<file path="config.mk">
export PLATFORM = sky130hd
export DESIGN_NAME = alu_exec
export DESIGN_NICKNAME = d
export VERILOG_FILES = /design/src/rtl/alu_exec_pkg.sv /design/src/rtl/alu_exec_add.sv /design/src/rtl/alu_exec_ctrl.sv /design/src/rtl/alu_exec.sv
export SDC_FILE = /design/constraint.sdc
export NUM_CORES = 1
export LEC_CHECK = 0
export ABC_CLOCK_PERIOD_IN_PS = 11700
export CAP_MARGIN = 20
export CORE_MARGIN = 2
export CORE_UTILIZATION = 55
export CTS_BUF_LIST = sky130_fd_sc_hd__clkbuf_16
export DETAILED_ROUTE_END_ITERATION = 8
export PLACE_DENSITY = 0.85
export REMOVE_ABC_BUFFERS = 1
export SLEW_MARGIN = 15
export SYNTH_ARGS = -nofsm -noshare
export SYNTH_HDL_FRONTEND = slang
export SYNTH_SLANG_ARGS = --single-unit
</file>
<file path="constraint.sdc">
create_clock -name clk -period 11.7 [get_ports clk]
set_input_delay 2.34 -clock clk [delete_from_list [all_inputs] [get_ports clk]]
set_output_delay 2.34 -clock clk [all_outputs]
set_load 0.03 [all_outputs]
</file>
<file path="src/rtl/alu_exec_pkg.sv">
// Shared constants for the execute stage: controller ALU ops, R-type funct codes
// and the 4-bit operation codes consumed by the ALU core.
package alu_exec_pkg;

  localparam logic [1:0] ALUOP_MEM = 2'b00;
  localparam logic [1:0] ALUOP_BEQ = 2'b01;
  localparam logic [1:0] ALUOP_R   = 2'b10;
  localparam logic [1:0] ALUOP_IMM = 2'b11;

  localparam logic [5:0] FUNCT_ADD = 6'b100000;
  localparam logic [5:0] FUNCT_SUB = 6'b100010;
  localparam logic [5:0] FUNCT_AND = 6'b100100;
  localparam logic [5:0] FUNCT_OR  = 6'b100101;
  localparam logic [5:0] FUNCT_NOR = 6'b100111;
  localparam logic [5:0] FUNCT_SLT = 6'b101010;
  localparam logic [5:0] FUNCT_SLL = 6'b000000;
  localparam logic [5:0] FUNCT_SRL = 6'b000010;

  localparam logic [3:0] ALU_AND = 4'b0000;
  localparam logic [3:0] ALU_OR  = 4'b0001;
  localparam logic [3:0] ALU_ADD = 4'b0010;
  localparam logic [3:0] ALU_SUB = 4'b0110;
  localparam logic [3:0] ALU_SLT = 4'b0111;
  localparam logic [3:0] ALU_NOR = 4'b1100;
  localparam logic [3:0] ALU_SLL = 4'b1000;
  localparam logic [3:0] ALU_SRL = 4'b1001;

endpackage

</file>
<file path="src/rtl/alu_exec_add.sv">
// Reusable modulo-2^WIDTH adder (PC+4, branch target). Carry-out is dropped.
module alu_exec_add #(
  parameter int WIDTH = 32
) (
  input  logic [WIDTH-1:0] a,
  input  logic [WIDTH-1:0] b,
  output logic [WIDTH-1:0] sum
);

  assign sum = a + b;

endmodule

</file>
<file path="src/rtl/alu_exec_ctrl.sv">
// ALU-control decoder: maps the controller's ALU op and the funct field to an
// ALU operation code. Purely combinational.
module alu_exec_ctrl
  import alu_exec_pkg::*;
(
  input  logic [1:0] aluOp,
  input  logic [5:0] funct,
  output logic [3:0] aluCtrl
);

  always_comb begin
    aluCtrl = ALU_ADD;
    unique case (aluOp)
      ALUOP_MEM: aluCtrl = ALU_ADD;
      ALUOP_BEQ: aluCtrl = ALU_SUB;
      ALUOP_IMM: aluCtrl = ALU_ADD;
      ALUOP_R: begin
        // Unlisted funct values fall back to ADD so the datapath never sees an
        // undefined operation.
        case (funct)
          FUNCT_ADD: aluCtrl = ALU_ADD;
          FUNCT_SUB: aluCtrl = ALU_SUB;
          FUNCT_AND: aluCtrl = ALU_AND;
          FUNCT_OR:  aluCtrl = ALU_OR;
          FUNCT_NOR: aluCtrl = ALU_NOR;
          FUNCT_SLT: aluCtrl = ALU_SLT;
          FUNCT_SLL: aluCtrl = ALU_SLL;
          FUNCT_SRL: aluCtrl = ALU_SRL;
          default:   aluCtrl = ALU_ADD;
        endcase
      end
      default: aluCtrl = ALU_ADD;
    endcase
  end

endmodule

</file>
<file path="src/rtl/alu_exec.sv">
// Execute stage: ALU-control decode, 32-bit ALU with zero flag, standalone adder,
// and a debug capture register of the last ALU result.
module alu_exec
  import alu_exec_pkg::*;
#(
  parameter int WIDTH = 32
) (
  input  logic             clk,
  input  logic             reset,
  input  logic [1:0]       alu_op,
  input  logic [5:0]       funct,
  input  logic [4:0]       shamt,
  input  logic [WIDTH-1:0] a,
  input  logic [WIDTH-1:0] b,
  input  logic [WIDTH-1:0] add_a,
  input  logic [WIDTH-1:0] add_b,
  output logic [3:0]       alu_ctrl,
  output logic [WIDTH-1:0] result,
  output logic             zero,
  output logic [WIDTH-1:0] sum,
  output logic [WIDTH-1:0] result_q,
  output logic             zero_q
);

  logic signed [WIDTH-1:0] aSigned;
  logic signed [WIDTH-1:0] bSigned;
  logic                    lessThan;

  alu_exec_ctrl ctrlInst (
    .aluOp   (alu_op),
    .funct   (funct),
    .aluCtrl (alu_ctrl)
  );

  alu_exec_add #(.WIDTH(WIDTH)) addInst (
    .a   (add_a),
    .b   (add_b),
    .sum (sum)
  );

  // Native signed compare rather than the sign of a-b, so overflow cannot flip it.
  assign aSigned  = a;
  assign bSigned  = b;
  assign lessThan = aSigned < bSigned;

  always_comb begin
    result = '0;
    case (alu_ctrl)
      ALU_AND: result = a & b;
      ALU_OR:  result = a | b;
      ALU_ADD: result = a + b;
      ALU_SUB: result = a - b;
      ALU_SLT: result = {{(WIDTH-1){1'b0}}, lessThan};
      ALU_NOR: result = ~(a | b);
      ALU_SLL: result = b << shamt;
      ALU_SRL: result = b >> shamt;
      default: result = '0;
    endcase
  end

  assign zero = (result == '0);

  // Capture stage: debug/trace copy of the combinational ALU outputs.
  always_ff @(posedge clk or posedge reset) begin
    if (reset) begin
      result_q <= '0;
      zero_q   <= 1'b1;
    end else begin
      result_q <= result;
      zero_q   <= zero;
    end
  end

endmodule

</file>
# After elaboration in Yosys (flattened, before gate mapping)
# Cells that the tools add are included.
[word_totals]
input_bits = 143
out_inout_bits = 102
regBits = 33
[classes]
addsub = 3
order_cmp = 1
muxes = 3
n_reduce_logical = 5
n_shift = 2
bitwise = 3
n_eq_ne = 16
[op_table]
columns = ["op", "count"]
rows = [
  ["case mux 32 bit (8 select lines)", 1],
  ["adder 32 bit", 2],
  ["AND 32 bit", 1],
  ["zero test 32 bit", 1],
  ["less-than comparator 32 bit", 1],
  ["inverter 32 bit", 1],
  ["bitwise OR 32 bit", 1],
  ["left shift 32 x 5 -> 32 bit", 1],
  [">> shifter 32 x 5 -> 32 bit", 1],
  ["subtractor 32 bit", 1],
  ["== test 6 bit, second input constant", 5],
  ["case mux 4 bit (7 select lines)", 1],
  ["== test 4 bit, second input constant", 3],
  ["case mux 4 bit (3 select lines)", 1],
  ["== test 4 x 3 -> 1 bit, second input constant", 2],
  ["== test 6 x 2 -> 1 bit, second input constant", 1],
  ["zero test 6 bit", 1],
  ["== test 2 bit, second input constant", 2],
  ["== test 4 x 1 -> 1 bit, second input constant", 1],
  ["== test 4 x 2 -> 1 bit, second input constant", 1],
  ["zero test 4 bit", 1],
  ["== test 2 x 1 -> 1 bit, second input constant", 1],
  ["zero test 2 bit", 1],
  ["OR reduction 2 bit", 1],
]

# Longest topological paths before layout
[depth]
depth_word = 6
mapped_depth = 17

# Hierarchy
# Synthesis repeated with hierarchy kept, for this count alone.
[hier_totals]
hier_cells = 1642
hier_area_um2 = 12416.9
[modules_own_cells]
columns = ["mod", "instances", "area_each_um2", "cells_each", "seq_area_each_um2"]
rows = [
  ["alu_exec", 1, 10533.9, 1383, 827.0],
  ["alu_exec_add", 1, 1712.9, 236, 0.0],
  ["alu_exec_ctrl", 1, 170.2, 23, 0.0],
]

# Worst setup path after synthesis
# Ideal clock, no wire load.
[synth_path]
kind = "in2out"
from = "input port a[5]"
to = "output port zero"
path_slack_ns = 3.203
path_stages = 15
arrival_ns = 6.157
path_cell_list = "inv_1 ha_1 buf_6 nor3b_1 or4_4 a311oi_4 nor3_1 o41a_1 a221o_1 o21ai_1 o2111ai_1 nand4b_1 nor4b_1 nand4b_1 nor3_2"
[synth_via]
elab_cells_between_ends = 8
[synth_rtl]
columns = ["item", "line", "rtl"]
rows = [
  ["from (decl)", "alu_exec.sv:13", "input logic [WIDTH-1:0] a,"],
  ["subtractor 32 bit / adder 32 bit (equally long branches)", "alu_exec.sv:52, alu_exec.sv:51", ""],
  ["case mux 32 bit (8 select lines) (*)", "alu_exec.sv:48", "case (alu_ctrl)"],
  ["named net result[15]", "alu_exec.sv:18", "output logic [WIDTH-1:0] result,"],
  ["zero test 32 bit (*)", "alu_exec.sv:61", "assign zero = (result == '0);"],
  ["to (decl)", "alu_exec.sv:19", "output logic zero,"],
]
# Mark *: on every way through the listed nets, which the timed path passes. The rest lies on a longest branch.

# Final worst setup path
[layout_path]
from = "input port b[5]"
to = "output port zero"
[layout_via]
elab_chain_cells = 4
elab_cells_between_ends = 10
[layout_lines]
columns = ["item", "line", "rtl"]
rows = [
  ["from (decl)", "alu_exec.sv:14", "input logic [WIDTH-1:0] b,"],
  ["branches (longest 2 deep; another with subtractor 32 bit)", "n/a", ""],
  ["case mux 32 bit (8 select lines) (*)", "alu_exec.sv:48", ""],
  ["zero test 32 bit (*)", "alu_exec.sv:61", ""],
]
# Every way passes the cells marked *.

==> run metrics <==
period utilization=0.902; Die H=150 um; Starting DRT DRC Count=1,743; fin crit period=10.55 ns; Synth cell types=103; setup repair bufs after CTS=0; Routed WL=49.8 mm; hold slack=2.46 ns; HPWL after DPL=40.4 mm; flip-flop and latch count after synthesis=33; placed cell areas=14,200 sq um; Worst VDD drop=0.0572 mV; final core utilization=0.684; P_leak=6.06 nW; design area=14,300 sq um; crit path max fanout=10; final hold violation count=0; CP endpoint=zero; Area Growth Syn to Fin=22.5%; row count=53; outcome=complete, no violations; vias in the first global route=13,000; Hold WC Path Type=in2async; initial antenna violation count=1; Max-Cap Viols=0; final number of setup-violating endpoints=0; register area share after synthesis=0.0707; Critical Path RT=9.36 ns; first-pass detailed-route iteration total=9; TritonCTS clock tree=built; Int Power=0.600 mW; sequential power share=0.116; sw frac=0.518; post_cts resized=0; f_max=94.8 MHz; Syn Std Cell Area=11,700 sq um; share of cells above drive strength 1=0.0948; DP Cell Count=1,987; IO buf count=244; slew margin rel.=0.263; Ys Warns=0; die width=150 um; Combinational Power Share=0.778; Slew @ Worst Pin=1.10 ns; nets=2,003; Clock Path Buffers=2; Layout Cells excl Fill=1,997; proportion of netlist area held by the largest area contributor=0.148; Max Slew Vio Count=0; largest net degree at the start of global routing=67; Post-synth EDFFs=0; Setup crit start kind=input port; Mapped Cells=1,534; asr flop ratio synth=1.00; total global-route track usage=0.433; Post-DRT Antenna Nets=0; WL per Instance=25.0 um; drt drc=0; I/O pins=245; Mean Syn Cell Area=7.63 sq um; RSZ-0062 raised after global routing=false; first-pass GRT wire length=75.1 mm; H-tree levels=2; Vias/cell=7.00; gr ovfl total=0; # clock sinks=33; PD cells=86.9 nW/um^2; largest cells by area after synthesis=ha_1, mux4_2, dfrtp_1, nor2_1, mux2i_1; Critical Path Source=b[5]; routability-driven placement congestion ratio=1.05; Net Switching=0.645 mW; critical path type=in2out; CP Capture Type=primary output; vias=14,000; Core Region=21,000 sq um; root buf cell=clkbuf_16; Synth area leader=ha_1; setup_tns=0 ns; Worst Path Arrival=8.21 ns; Die Footprint=22,500 sq um; power share of the clock group=0.106; initial core utilization=0.558; hold buffers post-CTS=0; Most used DFF post-synth=dfrtp_1; # fillers=1,809; Num CTS Buffers=5; clock slew seen by the registers of the worst setup and hold paths=0.05 ns
[stage by stage]
| stage | worst slack, ns | total power [mW] |
|---|---|---|
| 2_1_floorplan | 3.12 | 0.700 |
| 3_3_place_gp | 1.35 | 1.08 |
| 3_5_place_dp | 1.34 | 1.09 |
| 4_1_cts | 1.33 | 1.22 |
| 5_1_grt | 0.979 | 1.30 |
| 6_report | 1.15 | 1.25 |
[state kept, by name, summed over array words and instances (netlist names)]
signal	count
result_q	32
zero_q	1
[placed cells by master, fill, tap and decap left out, types with 15 or more instances in the layout]
cell type	n
o21bai_1	20
mux2_2	19
nand2_1	124
a21o_1	26
mux4_2	57
mux2i_1	53
inv_1	118
nand4_1	15
xnor2_1	35
clkdlybuf4s50_1	239
dfrtp_1	32
nand3_1	27
nor2_1	176
a21oi_1	103
nand2b_1	16
buf_4	24
nor3_1	42
o22ai_1	20
ha_1	138
o21ai_0	93
o211ai_1	24
a211oi_1	30
[layer usage]
metal / up-vias / track usage / share of wire
met3: 238 / 0.103 / 0.14
met1: 6500 / 0.568 / 0.38
met2: 1108 / 0.673 / 0.43
li1: 6130 / - / -
met5: - / 0 / 0
met4: 0 / 0.198 / 0.060
[power groups by stage]
stage                     sequential [mW]  combinational [mW]  clock [mW]
final                               0.145               0.969       0.132
after global routing                0.147                1.02       0.137
after CTS                           0.145               0.945       0.133
after detailed placement            0.147               0.940           0
after global placement              0.146               0.930           0
after floorplan                     0.198               0.502           0
[cell families (layout without fill, tap and decap cells)]
| logic type | Yosys count | count (layout) | synth area share |
|---|---|---|---|
| compound gates | 481 | 481 | 0.287 |
| xor+xnor | 43 | 43 | 0.0322 |
| fa+ha+maj | 141 | 141 | 0.153 |
| buf+inv | 208 | 394 | 0.0783 |
| flops | 33 | 33 | 0.0707 |
| mux | 129 | 129 | 0.173 |
| other cells | 0 | 2 | 0 |
| simple gates | 499 | 499 | 0.205 |
[synthesized netlist by cell type, types with 7 or more instances]
master     count
nor4_1         9
nand2_1      124
dfrtp_1       32
a21o_1        26
mux4_2        57
a221o_1        9
o2111ai_1     11
a211o_1        8
inv_1        118
mux2i_1       53
or3_1         10
o211ai_1      24
o21ai_0       93
a221oi_1      13
a31oi_1       12
buf_2         28
and2_1         7
ha_1         138
nor3_1        43
a211oi_1      30
nor2_1       176
nor2b_1        9
nand2b_1      16
o22ai_1       20
nand3_1       27
o21bai_1      20
mux2_2        19
xor2_1         8
nand4_1       15
o21a_1         7
or2_2         13
xnor2_1       35
o31ai_1        9
o221ai_1      12
a21oi_1      103
clkbuf_1      40
[critical path, stage by stage]
cell and delay [ns]:
clkdlybuf4s50_1 0.68, inv_1 0.12, ha_1 0.44, nor3b_1 0.21, or4_4 0.54, a311oi_4 0.34, nor3_1 0.12, o41a_1 0.47
a221o_1 0.38, o21ai_1 0.21, o2111ai_1 0.41, nand4b_1 0.39, nor4b_1 0.44, nand4b_1 0.23, nor3_2 0.18, clkdlybuf4s50_1 0.70
[worst min path at each step]
stage,endpoint,slack (ns)
after floorplan,result_q[0],2.47
after global placement,result_q[25],2.76
after detailed placement,result_q[31],2.77
after CTS,result_q[24],2.47
after global routing,result_q[24],2.52
final,result_q[31],2.46
[area by class of cell]
class	count	area, sq um	area share
diodes	2	5.00	0.000349
clock buffers	5	125	0.00874
clock inverters	3	17.5	0.00122
inverters	119	447	0.0312
multi-input cells	1293	9970	0.696
flip-flops and latches	33	827	0.0577
well taps	275	344	0.0240
repair buffers	267	2590	0.181
Power figures use the tool's default switching activity.
